[config.mk]
export PLATFORM = sky130hd
export DESIGN_NAME = rom_weight_streamer
export DESIGN_NICKNAME = d
export VERILOG_FILES = /design/src/rtl/cnn_rom_pkg.sv /design/src/rtl/rom_bank.sv /design/src/rtl/rom_weight_streamer.sv
export SDC_FILE = /design/constraint.sdc
export NUM_CORES = 1
export LEC_CHECK = 0
export CORE_ASPECT_RATIO = 1.25
export CORE_UTILIZATION = 45
export CTS_BUF_LIST = sky130_fd_sc_hd__clkbuf_16
export DETAILED_ROUTE_END_ITERATION = 10
export PLACE_DENSITY = 0.71
export SYNTH_ARGS = -nofsm -noshare
export SYNTH_HDL_FRONTEND = slang
export SYNTH_SLANG_ARGS = --single-unit
[constraint.sdc]
create_clock -name clk_i -period 2.7 [get_ports clk_i]
set_clock_uncertainty 0.2 [all_clocks]
set_input_delay 0.27 -clock clk_i [delete_from_list [all_inputs] [get_ports clk_i]]
set_output_delay 0.27 -clock clk_i [all_outputs]
set_load 0.01 [all_outputs]
[src/rtl/cnn_rom_pkg.sv]
// Shared types and constants for the CNN layer weight-ROM streamers.
package cnn_rom_pkg;

    typedef enum logic [1:0] {
        IDLE = 2'd0,
        RUN  = 2'd1,
        DONE = 2'd2
    } rom_stream_state_t;

    localparam int MAX_READ_LATENCY = 2;

    // Behavioural weight image: channel c of row r holds c*16 + r, offset per layer.
    function automatic logic [31:0] rom_word(input int layer, input int row, input int ch);
        return 32'((layer - 1) * 64 + ch * 16 + row);
    endfunction

endpackage

[src/rtl/rom_bank.sv]
// Wide single-port weight ROM: one row of NUM_CHANNELS words per address, fixed read latency.
module rom_bank
    import cnn_rom_pkg::*;
#(
    parameter int    ADDR_WIDTH   = 3,
    parameter int    WORD_SIZE    = 8,
    parameter int    NUM_CHANNELS = 2,
    parameter int    DEPTH        = 2 ** ADDR_WIDTH,
    parameter int    READ_LATENCY = 1,
    parameter string MEM_INIT     = "0_1_0.mif",
    parameter int    LAYER_NUMBER = 1
) (
    input  logic                               clk_i,
    input  logic                               en_i,
    input  logic [ADDR_WIDTH-1:0]              addr_i,
    output logic [NUM_CHANNELS*WORD_SIZE-1:0]  data_o
);

    localparam int DW = NUM_CHANNELS * WORD_SIZE;

`ifdef VIVADO
    xpm_memory_sprom #(
        .ADDR_WIDTH_A      (ADDR_WIDTH),
        .MEMORY_SIZE       (DEPTH * DW),
        .MEMORY_PRIMITIVE  ("block"),
        .MEMORY_INIT_FILE  (MEM_INIT),
        .READ_DATA_WIDTH_A (DW),
        .READ_LATENCY_A    (READ_LATENCY)
    ) u_sprom (
        .clka           (clk_i),
        .ena            (en_i),
        .addra          (addr_i),
        .douta          (data_o),
        .rsta           (1'b0),
        .regcea         (1'b1),
        .injectdbiterra (1'b0),
        .injectsbiterra (1'b0),
        .sleep          (1'b0),
        .dbiterra       (),
        .sbiterra       ()
    );
`else
    logic [DW-1:0] row_word;
    logic [DW-1:0] pipe [READ_LATENCY];

    // A build with no init file name gets a blank ROM.
    always_comb begin
        row_word = '0;
        if (MEM_INIT != "") begin
            for (int c = 0; c < NUM_CHANNELS; c++) begin
                row_word[c*WORD_SIZE +: WORD_SIZE] =
                    WORD_SIZE'(rom_word(LAYER_NUMBER, int'(addr_i), c));
            end
        end
    end

    always_ff @(posedge clk_i) begin
        if (en_i) begin
            pipe[0] <= row_word;
        end
        for (int i = 1; i < READ_LATENCY; i++) begin
            pipe[i] <= pipe[i-1];
        end
    end

    assign data_o = pipe[READ_LATENCY-1];
`endif

endmodule

[src/rtl/rom_weight_streamer.sv]
// Streams LEN weight rows from a wide ROM as a valid/ready burst, prefetching to hide read latency.
module rom_weight_streamer
    import cnn_rom_pkg::*;
#(
    parameter int    ADDR_WIDTH   = 3,
    parameter int    WORD_SIZE    = 8,
    parameter int    NUM_CHANNELS = 2,
    parameter int    DEPTH        = 2 ** ADDR_WIDTH,
    parameter int    READ_LATENCY = 1,
    parameter string MEM_INIT     = "0_1_0.mif",
    parameter int    LAYER_NUMBER = 1
) (
    input  logic                               clk_i,
    input  logic                               reset_i,
    input  logic                               start_i,
    input  logic [ADDR_WIDTH-1:0]              start_addr_i,
    input  logic [ADDR_WIDTH:0]                len_i,
    output logic [NUM_CHANNELS*WORD_SIZE-1:0]  data_o,
    output logic                               valid_o,
    input  logic                               ready_i,
    output logic                               busy_o,
    output logic                               done_o,
    output rom_stream_state_t                  state_o
);

    localparam int DW         = NUM_CHANNELS * WORD_SIZE;
    localparam int CW         = ADDR_WIDTH + 1;
    localparam int FIFO_DEPTH = READ_LATENCY + 1;
    localparam logic [CW-1:0] DEPTH_C = CW'(DEPTH);

    rom_stream_state_t state, state_nxt;

    logic [ADDR_WIDTH-1:0]   addr_q;
    logic [CW-1:0]           issue_cnt, accept_cnt, len_eff;
    logic [READ_LATENCY-1:0] rd_vld;
    logic [DW-1:0]           rom_data;
    logic [DW-1:0]           fifo_mem [MAX_READ_LATENCY+1];
    logic [1:0]              wr_ptr, rd_ptr, fifo_cnt;
    logic                    start_ok, issue, push, pop;
    int                      inflight;

    function automatic logic [1:0] ptr_inc(input logic [1:0] p);
        return (p == 2'(FIFO_DEPTH - 1)) ? 2'd0 : p + 2'd1;
    endfunction

    rom_bank #(
        .ADDR_WIDTH   (ADDR_WIDTH),
        .WORD_SIZE    (WORD_SIZE),
        .NUM_CHANNELS (NUM_CHANNELS),
        .DEPTH        (DEPTH),
        .READ_LATENCY (READ_LATENCY),
        .MEM_INIT     (MEM_INIT),
        .LAYER_NUMBER (LAYER_NUMBER)
    ) u_rom_bank (
        .clk_i  (clk_i),
        .en_i   (issue),
        .addr_i (addr_q),
        .data_o (rom_data)
    );

    // Handshake: a beat transfers on any cycle with valid_o && ready_i; once valid_o rises,
    // data_o and valid_o hold until that transfer, and ready_i may change freely.
    always_comb begin
        state_nxt = state;
        len_eff   = (len_i == '0) ? DEPTH_C : len_i;
        start_ok  = start_i && (state != RUN);
        valid_o   = (fifo_cnt != 2'd0);
        pop       = valid_o && ready_i;
        push      = rd_vld[READ_LATENCY-1];
        data_o    = valid_o ? fifo_mem[rd_ptr] : '0;
        busy_o    = (state == RUN);
        done_o    = (state == DONE);
        state_o   = state;
        inflight  = 0;
        for (int i = 0; i < READ_LATENCY; i++) begin
            inflight = inflight + int'(rd_vld[i]);
        end
        // A slot being popped this cycle is free again by the time new read data lands.
        issue = (state == RUN) && (issue_cnt != '0) &&
                (int'(fifo_cnt) + inflight < FIFO_DEPTH + int'(pop));
        case (state)
            IDLE:    if (start_ok) state_nxt = RUN;
            RUN:     if (pop && accept_cnt == CW'(1)) state_nxt = DONE;
            DONE:    state_nxt = start_ok ? RUN : IDLE;
            default: state_nxt = IDLE;
        endcase
    end

    always_ff @(posedge clk_i) begin
        if (reset_i) begin
            state      <= IDLE;
            addr_q     <= '0;
            issue_cnt  <= '0;
            accept_cnt <= '0;
            rd_vld     <= '0;
            wr_ptr     <= '0;
            rd_ptr     <= '0;
            fifo_cnt   <= '0;
        end else begin
            state <= state_nxt;
            if (start_ok) begin
                addr_q     <= start_addr_i;
                issue_cnt  <= len_eff;
                accept_cnt <= len_eff;
            end else begin
                if (issue) begin
                    addr_q    <= (addr_q == ADDR_WIDTH'(DEPTH - 1)) ? '0 : addr_q + 1'b1;
                    issue_cnt <= issue_cnt - 1'b1;
                end
                if (pop) begin
                    accept_cnt <= accept_cnt - 1'b1;
                end
            end
            rd_vld[0] <= issue;
            for (int i = 1; i < READ_LATENCY; i++) begin
                rd_vld[i] <= rd_vld[i-1];
            end
            if (push) wr_ptr <= ptr_inc(wr_ptr);
            if (pop)  rd_ptr <= ptr_inc(rd_ptr);
            case ({push, pop})
                2'b10:   fifo_cnt <= fifo_cnt + 2'd1;
                2'b01:   fifo_cnt <= fifo_cnt - 2'd1;
                default: fifo_cnt <= fifo_cnt;
            endcase
        end
    end

    always_ff @(posedge clk_i) begin
        if (push) begin
            fifo_mem[wr_ptr] <= rom_data;
        end
    end

endmodule

# Word-level counts from Yosys, hierarchy flattened
# Memory sizes are Yosys's and may differ from the RTL's. A register that Yosys moved wholly into a read port is not among the register bits.
# Cells that the tools add are included.
[op_classes] n_reduce_logical=13 mul=0 shift=0 n_mux=22 bitwise_logic=0 n_addsub=10 magnitude_cmp=1 eq_ne=11 div=0
[ops] cell="two-way mux 4 bit" count=5
[ops] cell="two-way mux 16 bit" count=1
[ops] cell="two-way mux 2 bit" count=6
[ops] cell="two-way mux 3 bit" count=3
[ops] cell="== test 2 x 1 -> 1 bit, second input constant" count=4
[ops] cell="nonzero test 2 bit" count=4
[ops] cell="subtractor 4 x 1 -> 4 bit, second input constant" count=2
[ops] cell="adder 2 x 1 -> 2 bit, second input constant" count=3
[ops] cell="adder 5 x 3 -> 6 bit, first input constant" count=1
[ops] cell="one-hot mux 2 bit (3 select lines)" count=1
[ops] cell="logical AND 1 bit" count=5
[ops] cell="two-way mux 1 bit" count=5
[ops] cell="== test 2 bit, second input constant" count=2
[ops] cell="== test 4 x 1 -> 1 bit, second input constant" count=1
[ops] cell="logical NOT 4 bit" count=1
[ops] cell="!= test 2 x 1 -> 1 bit, second input constant" count=2
[ops] cell="one-hot mux 2 bit (2 select lines)" count=1
[ops] cell="nonzero test 4 bit" count=1
[ops] cell="adder 2 x 1 -> 3 bit" count=1
[ops] cell="adder 2 x 1 -> 3 bit, first input constant" count=1
[ops] cell="adder 3 x 1 -> 3 bit, second input constant" count=1
[ops] cell="== test 3 bit, second input constant" count=1
[ops] cell="< comparator 3 bit" count=1
[ops] cell="logical NOT 2 bit" count=1
[ops] cell="3 further kinds" count=3
[totals] ff_bits=20 n_memories=2 word_cells=67 latchBits=0 rom_bits=0 inputBits=11 ramBits=57
[mem_list] name="fifo_mem" words=3 word_bits=16 rd=1 rd_clocked_by_memory_dff=1 write_ports=1 line_no="rom_weight_streamer.sv:37" source="logic [DW-1:0] fifo_mem [MAX_READ_LATENCY+1];"
[mem_list] name="u_rom_bank.pipe" words=1 word_bits=9 rd=1 rd_clocked_by_memory_dff=0 write_ports=1 line_no="rom_bank.sv:44" source="logic [DW-1:0] pipe [READ_LATENCY];"

# Logic depth before layout (Yosys ltp)
[logic_depth] word_depth=7 depth_mapped=7 mapped_depth_nobuf=7

# Cells and area by module
# A second synthesis with hierarchy kept.
[hier_totals] hier_cells=256 hier_area_um2=3081.7
[by_module_without_submodules] mod="rom_weight_streamer" cells_each=238 instances=1 area_each_um2=2886.5
[by_module_without_submodules] mod="rom_bank" cells_each=18 instances=1 area_each_um2=195.2

# Least setup slack after synthesis
# Ideal clock, no wire load.
[synth_timing] path_type="reg-to-reg" startpoint="reg fifo_cnt[0]" endpoint="reg addr_q[0]" synth_period_minus_slack_ps=2041 stages_incl_launch_ff=6 t_arrival_ps=1750 setup_ps=91 required_time_ps=2409 slack_ps=659 path_buffers=0 path_cell_list="dfxtp_1 -> ha_1 -> ha_1 -> or3_4 -> or4_1 -> a311oi_1"
[synth_via] elab_chain_cells=6
[synth_lines] element="start: declaration" line_no="rom_weight_streamer.sv:38" source="logic [1:0] wr_ptr, rd_ptr, fifo_cnt;"
[synth_lines] element="start signal: assignment" line_no="rom_weight_streamer.sv:121" source="2'b10: fifo_cnt <= fifo_cnt + 2'd1;"
[synth_lines] element="start signal: assignment" line_no="rom_weight_streamer.sv:122" source="2'b01: fifo_cnt <= fifo_cnt - 2'd1;"
[synth_lines] element="start signal: assignment" line_no="rom_weight_streamer.sv:123" source="default: fifo_cnt <= fifo_cnt;"
[synth_lines] element="nonzero test 2 bit" line_no="rom_weight_streamer.sv:67" source="valid_o = (fifo_cnt != 2'd0);"
[synth_lines] element="logical AND 1 bit" line_no="rom_weight_streamer.sv:68" source="pop = valid_o && ready_i;"
[synth_lines] element="adder 2 x 1 -> 3 bit" line_no="rom_weight_streamer.sv:80" source="(int'(fifo_cnt) + inflight < FIFO_DEPTH + int'(pop));"
[synth_lines] element="< comparator 3 bit *" line_no="rom_weight_streamer.sv:80"
[synth_lines] element="logical AND 1 bit *" line_no="rom_weight_streamer.sv:79" source="issue = (state == RUN) && (issue_cnt != '0) &&"
[synth_lines] element="nonzero test 2 bit (no source line) *"
[synth_lines] element="end signal: assignment" line_no="rom_weight_streamer.sv:102" source="addr_q <= start_addr_i;"
[synth_lines] element="end signal: assignment" line_no="rom_weight_streamer.sv:107" source="addr_q <= (addr_q == ADDR_WIDTH'(DEPTH - 1)) ? '0 : addr_q + 1'b1;"
[synth_lines] element="end: declaration" line_no="rom_weight_streamer.sv:33" source="logic [ADDR_WIDTH-1:0] addr_q;"
# Mark *: on every way between the ends. The rest lies on a longest branch, timed or not.
# A chain may end at the register's enable or synchronous reset.

# Worst setup path in the final report
[layout_timing] startpoint="reg fifo_cnt[0]" endpoint="mem u_rom_bank.pipe[0][3] in the netlist's numbering (enable)"
[layout_via] elab_chain_cells=7
[layout_lines] element="nonzero test 2 bit" line_no="rom_weight_streamer.sv:67"
[layout_lines] element="logical AND 1 bit" line_no="rom_weight_streamer.sv:68"
[layout_lines] element="adder 2 x 1 -> 3 bit" line_no="rom_weight_streamer.sv:80"
[layout_lines] element="< comparator 3 bit *" line_no="rom_weight_streamer.sv:80"
[layout_lines] element="logical AND 1 bit *" line_no="rom_weight_streamer.sv:79"
[layout_lines] element="net issue" line_no="rom_weight_streamer.sv:39" source="logic start_ok, issue, push, pop;"
[layout_lines] element="two-way mux 1 bit *" line_no="rom_bank.sv:58" source="if (en_i) begin"
[layout_lines] element="two-way mux 1 bit (not written as such) *" line_no="rom_bank.sv:59" source="pipe[0] <= row_word;"
[layout_lines] element="end: declaration" line_no="rom_bank.sv:44"
# The timed path passes the listed nets; every way through them passes the cells marked *.

==> out/results.md <==
| Item | This run | Unit |
|:---|:---|:---|
| Cts-stage hold buffer count | 0 | - |
| Clock transition at the registers of the reported paths | 0.05 | ns |
| Worst Max-Slew Pin Slew | 0.572 | ns |
| Netlist Area Pre-Place | 1610 | µm² |
| Slew Limit Headroom | 0.617 | - |
| FP Rows | 23 | - |
| Worst-case clock buffer depth | 2 | - |
| Buffers inserted during post-CTS setup optimization | 0 | - |
| Y dimension of the die | 68.9 | µm |
| Die X-Extent | 55.5 | µm |
| Maximum level of the CTS H-tree | 2 | - |
| Synthesized flop and latch total | 34 | - |
| Multi-input logic area | 681 | µm² |
| Number of distinct library cells after synthesis | 41 | - |
| Vias per inst | 5.41 | - |
| Placeable core region | 3310 | µm² |
| Most numerous cell on the critical path | sky130_fd_sc_hd__ha_1 | - |
| GP Congestion | 0.974 | - |
| Total negative slack for setup checks | 0 | ns |
| Average size of a mapped cell | 10.3 | µm² |
| Power per cell area | 738 | nW/µm² |
| Count of port buffers added during placement | 22 | - |
| Critical-path top delay cell | sky130_fd_sc_hd__nor3_1 | - |
| First-pass GRT wire length | 5.11 | mm |
| Clock tree root buffer cell | sky130_fd_sc_hd__clkbuf_16 | - |
| Fraction of final layout cells sized beyond drive strength 1 | 0.0829 | - |
| Critical path capture point type | flip-flop | - |
| Ports placed on the boundary | 32 | - |
| Run status | completed | - |
| WP depth | 5 | - |
| Timing-limited maximum frequency | 451 | MHz |
| Max FO, Critical Path | 5 | - |
| Die Area | 3830 | µm² |
| Count of TritonRoute iterations in the first routing pass | 5 | - |
| CTS tree | done | - |
| Area growth from synthesis to layout | 20.1 | % |
| Vias in the first global route | 1161 | - |
| Largest vdd supply drop | 590 | µV |
| Sequential Power Share | 0.433 | - |
| Post-DRT Antenna Nets | 0 | - |
| Starting density of the core | 0.487 | - |
| Switch Pwr | 0.377 | mW |
| Total DRC errors in the routed layout | 0 | - |
| Final Slew Violations | 0 | - |
| GRT Util Overall | 0.181 | - |
| Total Power | 1.43 | mW |
| Kind of launch point of the worst setup path | flip-flop | - |
| Pleak | 0.744 | nW |
| Crit path cell chain | ha_1, ha_1, nor3_1, nand2_1, inv_1 | - |
| Final hold viol count | 0 | - |
| Post-detailed-placement half-perimeter wirelength | 2.39 | mm |
| Cell count of the worst reg-to-reg path | 5 | - |
| Syn. warnings | 0 | - |
| Count of routing violations after the opening detailed-route iteration | 40 | - |
| Pin count of the biggest net entering global routing | 15 | - |
| Main flop type after synthesis | sky130_fd_sc_hd__dfxtp_1 | - |
| GR Overflow Total | 0 | - |
| Setup Viol. Count Final | 0 | - |
| Category of cells accounting for the largest share of critical-path delay | simple AND/OR/NAND/NOR gates | - |
| Setup repair after global routing missed its margin | no | - |
| Critical path data required time | 2.47 | ns |
| Worst EP arrival | 1.99 | ns |
| Total number of nets in the final design | 199 | - |
| Critical setup path kind | reg2reg | - |
| Part of the total power dissipated in the clock network | 0.363 | - |
| Total area of sequential cells | 801 | µm² |
| Final WL | 3.05 | mm |
| Worst hold path class | reg2reg | - |
| Post-Syn Instances | 157 | - |
| Largest stage delay on the critical path | 0.49 | ns |
| Proportion of total power due to net switching | 0.264 | - |
| Combinational group share of total power | 0.204 | - |
| MaxCap Viol Count | 0 | - |
| Min Clock Period, post-route | 2.22 | ns |
| Wire length per cell after detailed routing | 14.0 | µm |
| Commonest cells after routing, fill and taps aside | sky130_fd_sc_hd__dfxtp_1, sky130_fd_sc_hd__clkdlybuf4s50_1, sky130_fd_sc_hd__nor2_1, sky130_fd_sc_hd__edfxtp_1, sky130_fd_sc_hd__inv_1 | - |
| Clock Latency Late Sink | 0.27 | ns |
| Fraction of synthesis flops using an asynchronous set or reset pin | 0 | - |
| Hold path depth | 2 | - |
| Cell-internal power | 1.05 | mW |
| Fill cell instance count of the final layout | 281 | - |
| Buf+Inv Stages, Crit Path | 1 | - |
| Diode count | 0 | - |
| Initial antenna violation count | 0 | - |
| Number of flops mapped to enable cells by yosys | 12 | - |
| Sequential fraction of the synthesis area | 0.497 | - |
| TritonCTS Buffers | 5 | - |
| # resized after CTS | 0 | - |
| Final critical-path share of the clock period | 0.821 | - |
| Routed vias | 1180 | - |
| Clock sink count | 34 | - |
worst paths after layout:
path	endpoint	start	slack [ns]
setup / recovery	u_rom_bank.pipe[0][3]	fifo_cnt[0]	0.48
hold / removal	flip-flop	rd_ptr[1]	0.24
setup reg to reg	u_rom_bank.pipe[0][3]	fifo_cnt[0]	0.48
hold reg to reg	flip-flop	rd_ptr[1]	0.24
cells by family (layout without fill, tap and decap cells):
logic type | Yosys count | count (layout) | synth area share
AOI/OAI and AO/OA | 31 | 31 | 0.129
xor gates and xnor gates | 7 | 7 | 0.0380
adders and majority gates | 8 | 8 | 0.0621
buffers and inverters | 27 | 43 | 0.100
DFF | 34 | 34 | 0.497
muxes | 3 | 3 | 0.0186
other | 1 | 9 | 0.00233
and+or+nand+nor | 46 | 46 | 0.154
sequential cells by signal, summed over array words and instances (netlist names), named ones only:
name             count
state_o              2
issue_cnt            4
fifo_cnt             2
u_rom_bank.pipe      3
wr_ptr               2
addr_q               3
push                 1
accept_cnt           4
fifo_mem             9
rd_ptr               2
worst min-delay path: stages, from the launching register on:
cell and delay (ns):
sky130_fd_sc_hd__dfxtp_1 0.30, sky130_fd_sc_hd__nand2_1 0.05, sky130_fd_sc_hd__a21oi_1 0.04
routing by layer:
layer	global-route usage	vias to the layer above	routed length [µm]
met1	0.172	559	1180
met5	0	-	0
met3	0.0392	5	115
li1	-	581	-
met2	0.366	35	1700
met4	0.0969	0	63
synth_stat cells, drive strengths merged, types with 2 or more instances:
cell | number | share of area
or4 | 2 | 0.0093
o21ai | 6 | 0.021
nand2 | 7 | 0.016
a211oi | 3 | 0.014
nor3b | 2 | 0.0093
a2111oi | 2 | 0.015
mux2i | 3 | 0.019
xor2 | 2 | 0.011
edfxtp | 12 | 0.22
nand2b | 2 | 0.012
a21oi | 10 | 0.031
xnor2 | 5 | 0.027
or3 | 3 | 0.015
dfxtp | 22 | 0.27
and2b | 2 | 0.011
nor2 | 17 | 0.040
inv | 11 | 0.026
buf | 14 | 0.064
ha | 8 | 0.062
o31ai | 2 | 0.0093
nor3 | 6 | 0.019
a31oi | 2 | 0.0078
power groups by stage:
stage          sequential, mW  combinational [mW]  clock [mW]
6_report                0.619               0.291       0.519
5_1_grt                 0.624               0.322       0.552
4_1_cts                 0.620               0.293       0.532
3_5_place_dp            0.630               0.290           0
3_3_place_gp            0.627               0.278           0
2_1_floorplan           0.618               0.208           0
cell type report:
cell class / instances / area share
clock buffers: 5 / 0.0646
inverters: 12 / 0.0233
flip-flops and latches: 34 / 0.413
multi-input cells: 104 / 0.351
well taps: 37 / 0.0239
clock inverters: 3 / 0.00581
repair buffers: 23 / 0.118
per-stage QoR:
step / cell area (µm²) / std cells / worst slack [ns] / util / hold slack (ns)
CTS: 1940 / 218 / 0.518 / 0.585 / 0.237
floorplan: 1640 / 165 / 0.659 / - / 0.139
finish: 1940 / 218 / 0.483 / 0.585 / 0.235
detailed placement: 1800 / 210 / 0.485 / 0.544 / 0.223
global placement: 1800 / 210 / 0.529 / 0.544 / 0.231
global route: 1940 / 218 / 0.402 / 0.585 / 0.273
(Power assumes the default switching activity.)
